$ cat src/rtl/fpa_add_pkg.sv
// Shared types and helpers for the pipelined chunked adder: chunk-count
// function, propagate/generate pair type and the group combine operator.
package fpa_add_pkg;

   localparam int DEFAULT_WIDTH   = 32;
   localparam int DEFAULT_CHUNK_W = 8;

   typedef struct packed {
      logic p;
      logic g;
   } pg_t;

   // Chunk width is clamped to [1, width] so that illegal configurations
   // still elaborate far enough to report their own error.
   function automatic int num_chunks(input int width, input int chunk_w);
      int w;
      int cw;
      w  = (width < 1) ? 1 : width;
      cw = (chunk_w < 1) ? 1 : chunk_w;
      if (cw > w) cw = w;
      return (w + cw - 1) / cw;
   endfunction

   function automatic pg_t pg_combine(input pg_t hi, input pg_t lo);
      pg_t r;
      r.p = hi.p & lo.p;
      r.g = hi.g | (hi.p & lo.g);
      return r;
   endfunction

endpackage

$ cat src/rtl/fpa_chunk_add.sv
// Combinational W-bit ripple adder built from per-bit propagate/generate
// cells; also reports the carry into its MSB and the group p/g pair.
module fpa_chunk_add
   import fpa_add_pkg::*;
#(
   parameter int W = 8
) (
   input  logic [W-1:0] a_i,
   input  logic [W-1:0] b_i,
   input  logic         ci_i,
   output logic [W-1:0] sum_o,
   output logic         co_o,
   output logic         cmsb_o,
   output pg_t          pg_o
);

   logic [W:0] cy;
   pg_t        grp;

   // Propagate is a|b rather than a^b so that co = G | P&ci holds for the
   // group pair exported to the next stage.
   always_comb begin
      cy    = '0;
      cy[0] = ci_i;
      sum_o = '0;
      grp   = '{p: 1'b1, g: 1'b0};
      for (int i = 0; i < W; i++) begin
         sum_o[i]  = a_i[i] ^ b_i[i] ^ cy[i];
         cy[i+1]   = (a_i[i] & b_i[i]) | ((a_i[i] | b_i[i]) & cy[i]);
         grp       = pg_combine('{p: a_i[i] | b_i[i], g: a_i[i] & b_i[i]}, grp);
      end
   end

   assign co_o   = cy[W];
   assign cmsb_o = cy[W-1];
   assign pg_o   = grp;

endmodule

$ cat src/rtl/pipelined_chunk_add.sv
// Pipelined fixed-point adder resolving one CHUNK_W-bit chunk per stage with
// valid/ready streaming. Define FPA_ADD_SUBTRACT_EN to add the sub port.
module pipelined_chunk_add
   import fpa_add_pkg::*;
#(
   parameter int WIDTH   = DEFAULT_WIDTH,
   parameter int CHUNK_W = DEFAULT_CHUNK_W
) (
   input  logic             clk,
   input  logic             rst,
   input  logic             in_valid,
   output logic             in_ready,
   input  logic [WIDTH-1:0] a,
   input  logic [WIDTH-1:0] b,
   input  logic             ci,
`ifdef FPA_ADD_SUBTRACT_EN
   input  logic             sub,
`endif
   output logic             out_valid,
   input  logic             out_ready,
   output logic [WIDTH-1:0] c,
   output logic             co,
   output logic             ovf,
   output logic             cp,
   output logic             cg
);

   localparam int CW         = (CHUNK_W < 1) ? 1 : ((CHUNK_W > WIDTH) ? WIDTH : CHUNK_W);
   localparam int NUM_CHUNKS = num_chunks(WIDTH, CHUNK_W);

   if (WIDTH < 1 || CHUNK_W < 1) begin : g_bad_cfg
      $error("pipelined_chunk_add: WIDTH and CHUNK_W must both be >= 1");
   end

   // Handshake: a beat moves whenever adv is high. The whole pipeline shares
   // one advance so a stalled output freezes every stage and holds in_ready low.
   logic             adv;
   logic [WIDTH-1:0] b_eff;
   logic             ci_eff;

`ifdef FPA_ADD_SUBTRACT_EN
   assign b_eff  = sub ? ~b : b;
   assign ci_eff = sub | ci;
`else
   assign b_eff  = b;
   assign ci_eff = ci;
`endif

   for (genvar k = 0; k < NUM_CHUNKS; k++) begin : g_stg
      localparam int LO = k * CW;
      localparam int HI = (LO + CW > WIDTH) ? WIDTH : LO + CW;

      logic [WIDTH-1:LO] src_a;
      logic [WIDTH-1:LO] src_b;
      logic              vld_d, vld_q;
      logic              cy_in;
      logic              cy_d, cy_q;
      logic [HI-LO-1:0]  sum;
      logic              cout;
      logic              cmsb;
      pg_t               cpg;
      pg_t               pg_d, pg_q;
      logic [HI-1:0]     res_d, res_q;

      if (k == 0) begin : g_head
         assign src_a = a;
         assign src_b = b_eff;
         assign vld_d = in_valid;
         assign cy_in = ci_eff;
         assign res_d = sum;
         assign pg_d  = cpg;
      end else begin : g_body
         assign src_a = g_stg[k-1].g_ops.opa_q;
         assign src_b = g_stg[k-1].g_ops.opb_q;
         assign vld_d = g_stg[k-1].vld_q;
         assign cy_in = g_stg[k-1].cy_q;
         assign res_d = {sum, g_stg[k-1].res_q};
         assign pg_d  = pg_combine(cpg, g_stg[k-1].pg_q);
      end

      fpa_chunk_add #(
         .W (HI - LO)
      ) u_chunk (
         .a_i    (src_a[HI-1:LO]),
         .b_i    (src_b[HI-1:LO]),
         .ci_i   (cy_in),
         .sum_o  (sum),
         .co_o   (cout),
         .cmsb_o (cmsb),
         .pg_o   (cpg)
      );

      assign cy_d = cout;

      always_ff @(posedge clk or posedge rst) begin
         if (rst) begin
            vld_q <= 1'b0;
            cy_q  <= 1'b0;
            res_q <= '0;
            pg_q  <= '0;
         end else if (adv) begin
            vld_q <= vld_d;
            cy_q  <= cy_d;
            res_q <= res_d;
            pg_q  <= pg_d;
         end
      end

      // Operand bits not yet summed ride along, skewed one chunk per stage.
      if (k < NUM_CHUNKS - 1) begin : g_ops
         logic [WIDTH-1:HI] opa_d, opa_q;
         logic [WIDTH-1:HI] opb_d, opb_q;
         logic              unused_cmsb;

         assign unused_cmsb = cmsb;
         assign opa_d       = src_a[WIDTH-1:HI];
         assign opb_d       = src_b[WIDTH-1:HI];

         always_ff @(posedge clk or posedge rst) begin
            if (rst) begin
               opa_q <= '0;
               opb_q <= '0;
            end else if (adv) begin
               opa_q <= opa_d;
               opb_q <= opb_d;
            end
         end
      end else begin : g_tail
         logic ovf_d, ovf_q;

         assign ovf_d = cmsb ^ cout;

         always_ff @(posedge clk or posedge rst) begin
            if (rst) begin
               ovf_q <= 1'b0;
            end else if (adv) begin
               ovf_q <= ovf_d;
            end
         end
      end
   end

   assign out_valid = g_stg[NUM_CHUNKS-1].vld_q;
   assign adv       = ~out_valid | out_ready;
   assign in_ready  = adv;
   assign c         = g_stg[NUM_CHUNKS-1].res_q;
   assign co        = g_stg[NUM_CHUNKS-1].cy_q;
   assign ovf       = g_stg[NUM_CHUNKS-1].g_tail.ovf_q;
   assign cp        = g_stg[NUM_CHUNKS-1].pg_q.p;
   assign cg        = g_stg[NUM_CHUNKS-1].pg_q.g;

endmodule

$ cat config.mk
export PLATFORM = sky130hd
export DESIGN_NAME = pipelined_chunk_add
export DESIGN_NICKNAME = d
export VERILOG_FILES = /design/src/rtl/fpa_add_pkg.sv /design/src/rtl/fpa_chunk_add.sv /design/src/rtl/pipelined_chunk_add.sv
export SDC_FILE = /design/constraint.sdc
export NUM_CORES = 1
export LEC_CHECK = 0
export CELL_PAD_IN_SITES_DETAIL_PLACEMENT = 0
export CELL_PAD_IN_SITES_GLOBAL_PLACEMENT = 1
export CORE_AREA = 10 10 151 153
export CTS_BUF_LIST = sky130_fd_sc_hd__clkbuf_16
export DETAILED_ROUTE_END_ITERATION = 7
export DIE_AREA = 0 0 161 163
export GPL_ROUTABILITY_DRIVEN = 0
export PLACE_DENSITY_LB_ADDON = 0.1
export SLEW_MARGIN = 20
export SYNTH_ARGS = -nofsm -noshare
export SYNTH_HDL_FRONTEND = slang
export SYNTH_SLANG_ARGS = --single-unit
$ cat constraint.sdc
create_clock -name clk -period 10.3 [get_ports clk]
set_clock_uncertainty 0.15 [all_clocks]
set_input_delay 1.545 -clock clk [delete_from_list [all_inputs] [get_ports clk]]
set_output_delay 1.545 -clock clk [all_outputs]
set_load 0.05 [all_outputs]
==> results of run 1 <==
through the flow:
| step | worst slack (ns) | std cells | utilization [%] | hold slack (ns) |
|---|---|---|---|---|
| after floorplan | 3.35 | 979 | - | 0.280 |
| after global placement | 4.59 | 1318 | 52.3 | 0.298 |
| after detailed placement | 4.57 | 1318 | 52.3 | 0.304 |
| after CTS | 4.88 | 1350 | 54.9 | 0.319 |
| after global routing | 4.78 | 1351 | 55.1 | 0.333 |
| final | 4.93 | 1351 | 55.1 | 0.312 |
worst paths after layout:
path,slack (ns),to,startpoint,cells after the start
max,4.93,in_ready,out_ready,5
min,0.31,c[4],c[4],2
max reg2reg,5.86,ovf,g_stg[2].g_ops.opa_q[24],13
min reg2reg,0.31,c[4],c[4],2
max in group asynchronous,7.23,g_stg[1].g_ops.opa_q[17],rst,4
min in group asynchronous,1.52,g_stg[1].res_q[10],rst,2
cells in the final DEF, fill, tap and decap left out:
cell,synthesis,final
nand2b_1,4,4
buf_16,0,1
inv_1,85,88
inv_8,0,1
fa_1,32,32
nor2_1,18,18
nor2b_1,4,4
nor2b_4,1,1
o221a_2,4,4
nor4_1,1,1
or4_4,3,3
xor2_1,1,1
and3_1,1,1
o21ai_0,53,53
a2111oi_0,3,3
ha_1,64,64
clkinv_1,0,4
bufinv_16,0,1
o21bai_1,1,1
nand2_1,431,431
buf_4,0,5
clkinvlp_4,0,5
nand3_1,3,3
mux2i_1,1,1
inv_6,0,1
o41ai_1,3,3
a32o_1,1,1
clkbuf_16,0,17
clkdlybuf4s50_1,0,106
clkinv_4,0,1
a21oi_1,23,23
o31ai_1,4,4
nor3_1,2,2
dfrtp_1,193,193
cell type report:
cell class | instances | area (µm²) | area share (%)
sequential | 193 | 4830 | 44.0
multi-input combinational | 658 | 3810 | 34.7
timing repair buffer | 112 | 1130 | 10.3
clock buffer | 17 | 425 | 3.88
tap | 270 | 338 | 3.08
inverter | 86 | 335 | 3.06
clock inverter | 15 | 106 | 0.970
layer usage:
layer	track usage, %	wire length (µm)
met4	4.22	171
met1	19.2	8820
met5	0	0
met2	21.6	8370
met3	3.39	564
worst min-delay path: stages, from the launching register on:
cell and delay (ns):
dfrtp_1 0.34, nand2_1 0.05, nand2_1 0.05
logic make-up (layout without fill, tap and decap cells):
logic type | after synthesis | after routing | synth area share (%)
fa+ha+maj | 96 | 96 | 15.8
mux | 1 | 1 | 0.110
buf+inv | 128 | 230 | 5.49
flops | 193 | 193 | 52.9
xor+xnor | 1 | 1 | 0.0959
compound gates | 92 | 92 | 5.75
simple gates | 468 | 468 | 19.9
registers in the layout, indices dropped and copies added, names as in the netlist:
name	cells
g_stg.g_ops.opb_q	48
cp	1
g_stg.cy_q	3
ovf	1
cg	1
co	1
out_valid	1
g_stg.vld_q	3
c	32
g_stg.g_ops.opa_q	48
g_stg.pg_q	6
g_stg.res_q	48
power groups by stage:
stage          Sequential, W  Combinational [W]  Clock, W
6_report             0.00127            0.00131  0.000607
5_1_grt              0.00132            0.00150  0.000661
4_1_cts              0.00128            0.00134  0.000629
3_5_place_dp         0.00129            0.00133         0
3_3_place_gp         0.00128            0.00132         0
2_1_floorplan        0.00149           0.000724         0
==> metrics.md, run 1 <==
| Metric | Value |
|---|---|
| Path type of the worst min-delay path | flop to flop |
| Number of instances in the synthesized netlist | 979 |
| Proportion of synthesized chip area in sequential cells | 52.9% |
| Power Density | 291 nW/µm² |
| Psw | 0.00130 W |
| Count of hold buffers inserted by post-cts repair | 0 |
| Design internal power | 0.00189 W |
| Die outline width | 161 µm |
| Share of async-settable or async-resettable flops after synthesis | 100% |
| Clock latency of the later-clocked register in the worst-skew pair | 0.43 ns |
| Most frequently used cell type in the post-synthesis netlist | nand2_1 |
| DRT antenna net count | 0 |
| Hold Violations, Final | 0 |
| Via count normalized by instance count | 4.52 |
| Area of the placeable core | 19900 µm² |
| Chip height | 163 µm |
| Number of cells upsized or downsized after cts | 0 |
| Synthesis warning total | 0 |
| Flop pwr share | 39.9% |
| Maximum net fanout on the critical path | 56 |
| Crit path max-delay cell type | clkdlybuf4s50_1 |
| I/O pins | 107 |
| Dpl hpwl | 11900 µm |
| Clock-pin slew on the worst setup and hold paths | 0.07 ns |
| TritonRoute pass-1 iters | 4 |
| Combined global-route utilization of all metal layers | 14.0% |
| Switching Fraction | 40.7% |
| Logic pwr share | 41.0% |
| Avg Synthesized Cell Area | 9.33 µm² |
| Power Total | 0.00319 W |
| Cell area after placement | 10400 µm² |
| Data arrival time at the worst-slack endpoint | 3.68 ns |
| Max cap viols | 0 |
| H-Tree Depth | 4 |
| Final Slew Violations | 0 |
| Area Growth Syn to Fin | 20.0% |
| Setup bufs post-CTS | 0 |
| Via total after detailed routing | 6104 |
| Most common cell type on the critical path | clkdlybuf4s50_1 |
| Number of filler cells placed in the layout | 1930 |
| Pin slew with the least headroom to its limit | 1.00 ns |
| Post-synth EDFFs | 0 |
| Leading area contributor after synthesis | dfrtp_1 |
| Peak Freq | 186 MHz |
| Top cells by count, synth | nand2_1, dfrtp_1, inv_1 |
| CTS max path bufs | 2 |
| Crit-path cells | clkdlybuf4s50_1 > nor2b_4 > buf_4 > inv_6 > clkdlybuf4s50_1 |
| Count of distinct cell types in the synthesized netlist | 29 |
| Number of global-route vias before repair | 6099 |
| Primary FF master, synth | dfrtp_1 |
| Worst endpoint required time | 8.61 ns |
| Outcome | finished clean |
| Clock period minus final worst setup slack | 5.37 ns |
| Buffers plus inverters on the worst setup path | 4 |
| Worst slew margin relative to its limit | 33.2% |
| Share of Yosys cell area claimed by the top area cell type | 52.9% |
| Placement row count | 52 |
| Static leakage | 5.63 nW |
| Highest ir drop seen on vdd | 0.000179 V |
| Setup TNS after final layout | 0 ns |
| Endpoints failing setup | 0 |
| DR WL/cell | 13.3 µm |
| Number of CTS-inserted buffers | 17 |
| Setup crit end kind | primary output |
| Cell family with the largest share of critical-path delay | buffers and inverters |
| Effective utilization at floorplan | 45.9% |
| CTS tree | yes |
| Slowest Stage Delay on Critical Path | 0.79 ns |
| Number of sinks driven by the clock tree | 193 |
| Root buffer cell | clkbuf_16 |
| Number of port buffers | 106 |
| Post-synthesis instance area | 9140 µm² |
| Post-layout net count | 1233 |
| Crit Path Class | primary input to primary output |
| Setup repair after global routing missed its margin | false |
| Remaining Overflow, GRT | 0 |
| Post-Synthesis Net Count | 1144 |
| Initial antenna violation count | 0 |
| Most area-consuming cells after synthesis | dfrtp_1, nand2_1, ha_1 |
| Wire length of the first global-routing pass | 30300 µm |
| Layout cells sized above 1 | 3.70% |
| Diode count | 0 |
| Die Outline Area | 26200 µm² |
| Proportion of power drawn by the clock network | 19.0% |
| Routed wire length | 17900 µm |
| Number of storage elements in the synthesis netlist | 193 |
| Post-route DRC violation count | 0 |
| Post-route clock period utilization | 52.1% |
| Kind of start point of the critical path | primary input |
| DR iter-0 viols | 248 |
| Maximum number of pins on one net before global-route repair | 116 |
| Area of all placed cells without fillers | 11000 µm² |
Note: power is estimated with default switching activity, not from simulation.
==> run 2, diff against run 1 <==
Settings changed: CORE_AREA 10 10 151 153 to 10 10 157 159, DIE_AREA 0 0 161 163 to 0 0 167 169.
Clock period 10.3 ns to 5.5 ns, I/O delays scaled along.
==> run 2 against run 1 <==
  * First-iteration DRC count grew 43%
  * Setup slack worse by 4.0 ns
  * Sequential cell count did not move
  * Highest routed layer unchanged
==> metrics.md, run 2 (synthesis results as in run 1) <==
| Metric | Value |
|---|---|
| Post-route clock period utilization | 83.6% |
| Register cell area after layout | 4830 µm² |
| Cell family with the largest share of critical-path delay | adder cells |
| Max cap viols | 0 |
| Number of filler cells placed in the layout | 2090 |
| Count of hold buffers inserted by post-cts repair | 0 |
| Commonest non-fill, non-tap cell in the layout | nand2_1 |
| Via count normalized by instance count | 4.52 |
| Root buffer cell | clkbuf_16 |
| Peak Freq | 217 MHz |
| Placement row count | 54 |
| DRT antenna net count | 0 |
| Maximum net fanout on the critical path | 3 |
| Crit-path cells | clkdlybuf4s50_1 > fa_1 > fa_1 > fa_1 > fa_1 > fa_1 > fa_1 > fa_1 > fa_1 > nand2_1 > nand2_1 |
| Clock latency of the later-clocked register in the worst-skew pair | 0.44 ns |
| Pin slew with the least headroom to its limit | 0.976 ns |
| Number of global-route vias before repair | 6326 |
| Crit Path Class | primary input to flop |
| Origin of the worst setup path | a[0] |
| Die outline width | 167 µm |
| Number of sinks driven by the clock tree | 193 |
| Combined global-route utilization of all metal layers | 13.5% |
| Diode count | 0 |
| Static leakage | 5.65 nW |
| Reg-to-reg critical path startpoint | g_stg[2].g_ops.opa_q[24] |
| Power Total | 0.00611 W |
| Highest-count cells in the layout ignoring fill and taps | nand2_1, dfrtp_1, clkdlybuf4s50_1 |
| TritonRoute pass-1 iters | 6 |
| Setup bufs post-CTS | 0 |
| Highest ir drop seen on vdd | 0.000231 V |
| Area of all placed cells without fillers | 11000 µm² |
| Data arrival time at the worst-slack endpoint | 4.82 ns |
| Routed wire length | 18500 µm |
| Area of the placeable core | 21600 µm² |
| Remaining Overflow, GRT | 0 |
| Dpl hpwl | 12300 µm |
| Setup crit end kind | flop |
| Path type of the worst min-delay path | flop to flop |
| I/O pins | 107 |
| Worst slew margin relative to its limit | 34.9% |
| Area Growth Syn to Fin | 20.8% |
| Setup TNS after final layout | 0 ns |
| Hold_ws | 0.313 ns |
| Maximum number of pins on one net before global-route repair | 118 |
| H-Tree Depth | 4 |
| Via total after detailed routing | 6136 |
| Most common cell type on the critical path | fa_1 |
| Effective utilization at floorplan | 42.4% |
| Number of port buffers | 106 |
| Kind of start point of the critical path | primary input |
| Endpoints failing setup | 0 |
| Post-layout net count | 1233 |
| Area of the multi-input gates | 3810 µm² |
| Number of CTS-inserted buffers | 17 |
| Die Outline Area | 28200 µm² |
| Initial antenna violation count | 0 |
| Buffers plus inverters on the worst setup path | 1 |
| Clock-pin slew on the worst setup and hold paths | 0.07 ns |
| Final Slew Violations | 0 |
| DR WL/cell | 13.6 µm |
| Slowest Stage Delay on Critical Path | 0.49 ns |
| Hold Violations, Final | 0 |
| Clock period minus final worst setup slack | 4.60 ns |
| CTS max path bufs | 2 |
| Chip height | 169 µm |
| Power Density | 554 nW/µm² |
| Outcome | finished clean |
| CTS tree | yes |
| Crit path max-delay cell type | fa_1 |
| Cell area after placement | 10400 µm² |
| Min-delay src | g_stg[0].res_q[7] |
| Biggest registers after layout | g_stg.g_ops.opa_q: 48 flops, g_stg.g_ops.opb_q: 48 flops, g_stg.res_q: 48 flops |
| Setup repair after global routing missed its margin | false |
| Post-route DRC violation count | 0 |
| DR iter-0 viols | 354 |
| Number of cells upsized or downsized after cts | 0 |
| Worst endpoint required time | 5.72 ns |
| Layout cells sized above 1 | 3.99% |
| Wire length of the first global-routing pass | 31700 µm |
## run 2: cell count changes in the layout (fill, tap and decap cells not counted), moves of 2 or more
cell       delta
clkinv_1      -2
buf_4         -2
inv_6         +4
inv_1         -3
bufinv_16     +2
buf_12        +2
## run 2: metal layers
layer	GRT usage [%]	wire, µm	part of all wire (%)
met1	18.7	9400	51
met2	20.4	8230	44
met5	0	0	0
met4	3.89	204	1.1
met3	3.50	712	3.8
## run 2: final cells by class
cell class	instances	area share, %
Timing Repair Buffer	112	10.3
Tap cell	280	3.17
Clock inverter	13	1.44
Multi-Input combinational cell	658	34.5
Sequential cell	193	43.8
Clock buffer	17	3.85
Inverter	86	3.00
## run 2: worst paths after layout
kind / end / cells past startpoint / slack (ns)
min in group asynchronous: c[7] / 2 / 0.79
setup / recovery: g_stg[0].res_q[7] / 11 / 0.90
hold / removal: g_stg[1].res_q[7] / 2 / 0.31
hold reg to reg: g_stg[1].res_q[7] / 2 / 0.31
max in group asynchronous: g_stg[2].g_ops.opa_q[31] / 3 / 3.48
setup reg to reg: c[31] / 12 / 1.09
## run 2: power breakdown
group	switching (W)	internal, W
combinational	0.00156	0.000907
clock	0.000552	0.000712
sequential	0.000362	0.00202
## run 2: stage by stage
step	utilization [%]	setup slack [ns]	instances
after global placement	48.5	0.513	1329
after CTS	51.2	0.925	1359
after detailed placement	48.5	0.470	1329
final	51.2	0.901	1359
after global routing	51.2	0.818	1359
after floorplan	-	1.18	979
## run 2: tightest hold or removal path, stage by stage, from the launching register on
cell and delay (ns):
dfrtp_1 0.34, nand2_1 0.05, nand2_1 0.05
==> run 3, diff against run 2 <==
Clock period 5.5 ns to 4.6 ns, I/O delays scaled along.
==> run 3 against run 2 <==
  * Utilization about the same
  * Critical path depth unchanged
  * Combinational power increased by 19%
  * Clock power increased by 15%
  * Critical path type unchanged
  * Critical endpoint unchanged
  * Highest routed layer unchanged
==> metrics.md, run 3 (synthesis results as in run 1) <==
| Metric | Value |
|---|---|
| Endpoints failing setup | 0 |
| DRT antenna net count | 0 |
| Power Density | 656 nW/µm² |
| Highest-count cells in the layout ignoring fill and taps | nand2_1, dfrtp_1, clkdlybuf4s50_1 |
| Setup repair after global routing missed its margin | false |
| Endpoint of the most critical setup path | g_stg[0].res_q[7] |
| Highest ir drop seen on vdd | 0.000259 V |
| Number of port buffers | 106 |
| Number of cells on the critical path | 11 |
| Buffers plus inverters on the worst setup path | 1 |
| Effective utilization at floorplan | 42.4% |
| Root buffer cell | clkbuf_16 |
| Power Total | 0.00724 W |
| Setup TNS after final layout | 0 ns |
| Path type of the worst min-delay path | flop to flop |
| R2R depth | 12 |
| Max cap viols | 0 |
| Maximum net fanout on the critical path | 2 |
| Post-route clock period utilization | 96.0% |
| Area Growth Syn to Fin | 20.7% |
| Die outline width | 167 µm |
| Peak Freq | 226 MHz |
| Count of hold buffers inserted by post-cts repair | 0 |
| DR iter-0 viols | 324 |
| Reg-to-reg critical path startpoint | g_stg[2].g_ops.opa_q[24] |
| Static leakage | 5.66 nW |
| Setup bufs post-CTS | 0 |
| Clock-pin slew on the worst setup and hold paths | 0.06 ns |
| Reg2Reg Capture Point | c[31] |
| Remaining Overflow, GRT | 0 |
| Number of filler cells placed in the layout | 2122 |
| TritonRoute pass-1 iters | 4 |
| Crit-path cells | clkdlybuf4s50_1 > fa_1 > fa_1 > fa_1 > fa_1 > fa_1 > fa_1 > fa_1 > fa_1 > nand2_1 > nand2_1 |
| Hold Violations, Final | 0 |
| Layout cells sized above 1 | 4.26% |
| Pin slew with the least headroom to its limit | 0.887 ns |
| Clock period minus final worst setup slack | 4.42 ns |
| Area of the placeable core | 21600 µm² |
| Final Slew Violations | 0 |
| Area of all placed cells without fillers | 11000 µm² |
| DR WL/cell | 13.4 µm |
| Number of CTS-inserted buffers | 17 |
| Cell family with the largest share of critical-path delay | adder cells |
| Routed wire length | 18200 µm |
| Cell area after placement | 10500 µm² |
| Number of cells upsized or downsized after cts | 0 |
| Clock latency of the later-clocked register in the worst-skew pair | 0.43 ns |
| Slack of the worst reg-to-reg path | 0.25 ns |
| Placement row count | 54 |
| Crit Path Class | primary input to flop |
| Number of global-route vias before repair | 6265 |
| Origin of the worst setup path | a[0] |
| Data arrival time at the worst-slack endpoint | 4.63 ns |
| Post-route DRC violation count | 0 |
| Combined global-route utilization of all metal layers | 13.3% |
| Most common cell type on the critical path | fa_1 |
| Number of sinks driven by the clock tree | 193 |
| Via total after detailed routing | 6166 |
| Dpl hpwl | 12100 µm |
| CTS max path bufs | 2 |
| Commonest non-fill, non-tap cell in the layout | nand2_1 |
| I/O pins | 107 |
| Slowest Stage Delay on Critical Path | 0.49 ns |
| Maximum number of pins on one net before global-route repair | 190 |
| Initial antenna violation count | 0 |
| Post-layout net count | 1234 |
| Worst slew margin relative to its limit | 40.9% |
| Worst endpoint required time | 4.81 ns |
| Via count normalized by instance count | 4.53 |
| Biggest registers after layout | g_stg.g_ops.opa_q: 48 flops, g_stg.g_ops.opb_q: 48 flops, g_stg.res_q: 48 flops |
| Die Outline Area | 28200 µm² |
| CTS tree | yes |
| Outcome | finished clean |
| Crit path max-delay cell type | fa_1 |
| Min-delay src | g_stg[2].vld_q |
| Chip height | 169 µm |
| H-Tree Depth | 4 |
| Setup crit end kind | flop |
| Wire length of the first global-routing pass | 31400 µm |
| Kind of start point of the critical path | primary input |
run 3: changes by cell type in the layout (fill, tap and decap cells not counted):
cell / previous run / this run
clkinv_1: 2 / 1
bufinv_16: 3 / 2
clkinv_2: 0 / 2
inv_6: 5 / 6
fa_2: 0 / 1
buf_4: 3 / 4
diode_2: 0 / 1
clkinvlp_4: 4 / 2
fa_1: 32 / 31
clkinv_4: 0 / 1
run 3: routing by layer:
layer	up-vias	GRT usage, %	routed length [µm]
met3	13	2.76	602
met4	0	4.12	199
li1	3164	-	-
met2	80	20.7	8380
met1	2909	18.3	9030
met5	-	0	0
run 3: worst min path at each step:
stage / end / slack [ns] / cells past startpoint
after floorplan: g_stg[2].vld_q / 0.28 / 2
after global routing: g_stg[2].vld_q / 0.33 / 2
after CTS: g_stg[2].vld_q / 0.31 / 2
after global placement: g_stg[2].vld_q / 0.29 / 2
final: g_stg[2].vld_q / 0.31 / 2
after detailed placement: g_stg[2].vld_q / 0.30 / 2
run 3: layout make-up:
class	instances	area, µm²	share of cell area (%)
antenna	1	2.50	0.0227
clock inverter	13	138	1.25
inverter	86	332	3.01
tap	280	350	3.18
clock buffer	17	425	3.86
sequential	193	4830	43.8
multi-input combinational	658	3810	34.5
timing repair buffer	113	1140	10.4
run 3: power by group:
group | internal, W | leakage [nW] | switching [W] | total [W]
logic | 0.00109 | 3.03 | 0.00184 | 0.00293
registers | 0.00242 | 2.34 | 0.000432 | 0.00285
clock network | 0.000799 | 0.279 | 0.000653 | 0.00145
total | 0.00431 | 5.66 | 0.00293 | 0.00724
run 3: worst reg2reg max path, cell delays in order, from the launching register on:
cell and delay (ns):
dfrtp_1 0.38, inv_1 0.12, fa_1 0.18, inv_1 0.06
fa_1 0.44, fa_1 0.47, fa_1 0.47, fa_2 0.42
fa_1 0.46, fa_1 0.48, inv_1 0.10, fa_1 0.39
a21oi_1 0.13
run 3: stage by stage:
stage / hold slack (ns) / utilization (%) / cells / setup WS (ns)
4_1_cts: 0.312 / 51.1 / 1360 / 0.160
5_1_grt: 0.328 / 51.2 / 1360 / 0.0396
2_1_floorplan: 0.280 / - / 979 / 0.415
3_5_place_dp: 0.296 / 48.5 / 1330 / -0.245
3_3_place_gp: 0.292 / 48.5 / 1330 / -0.222
6_report: 0.307 / 51.2 / 1361 / 0.182
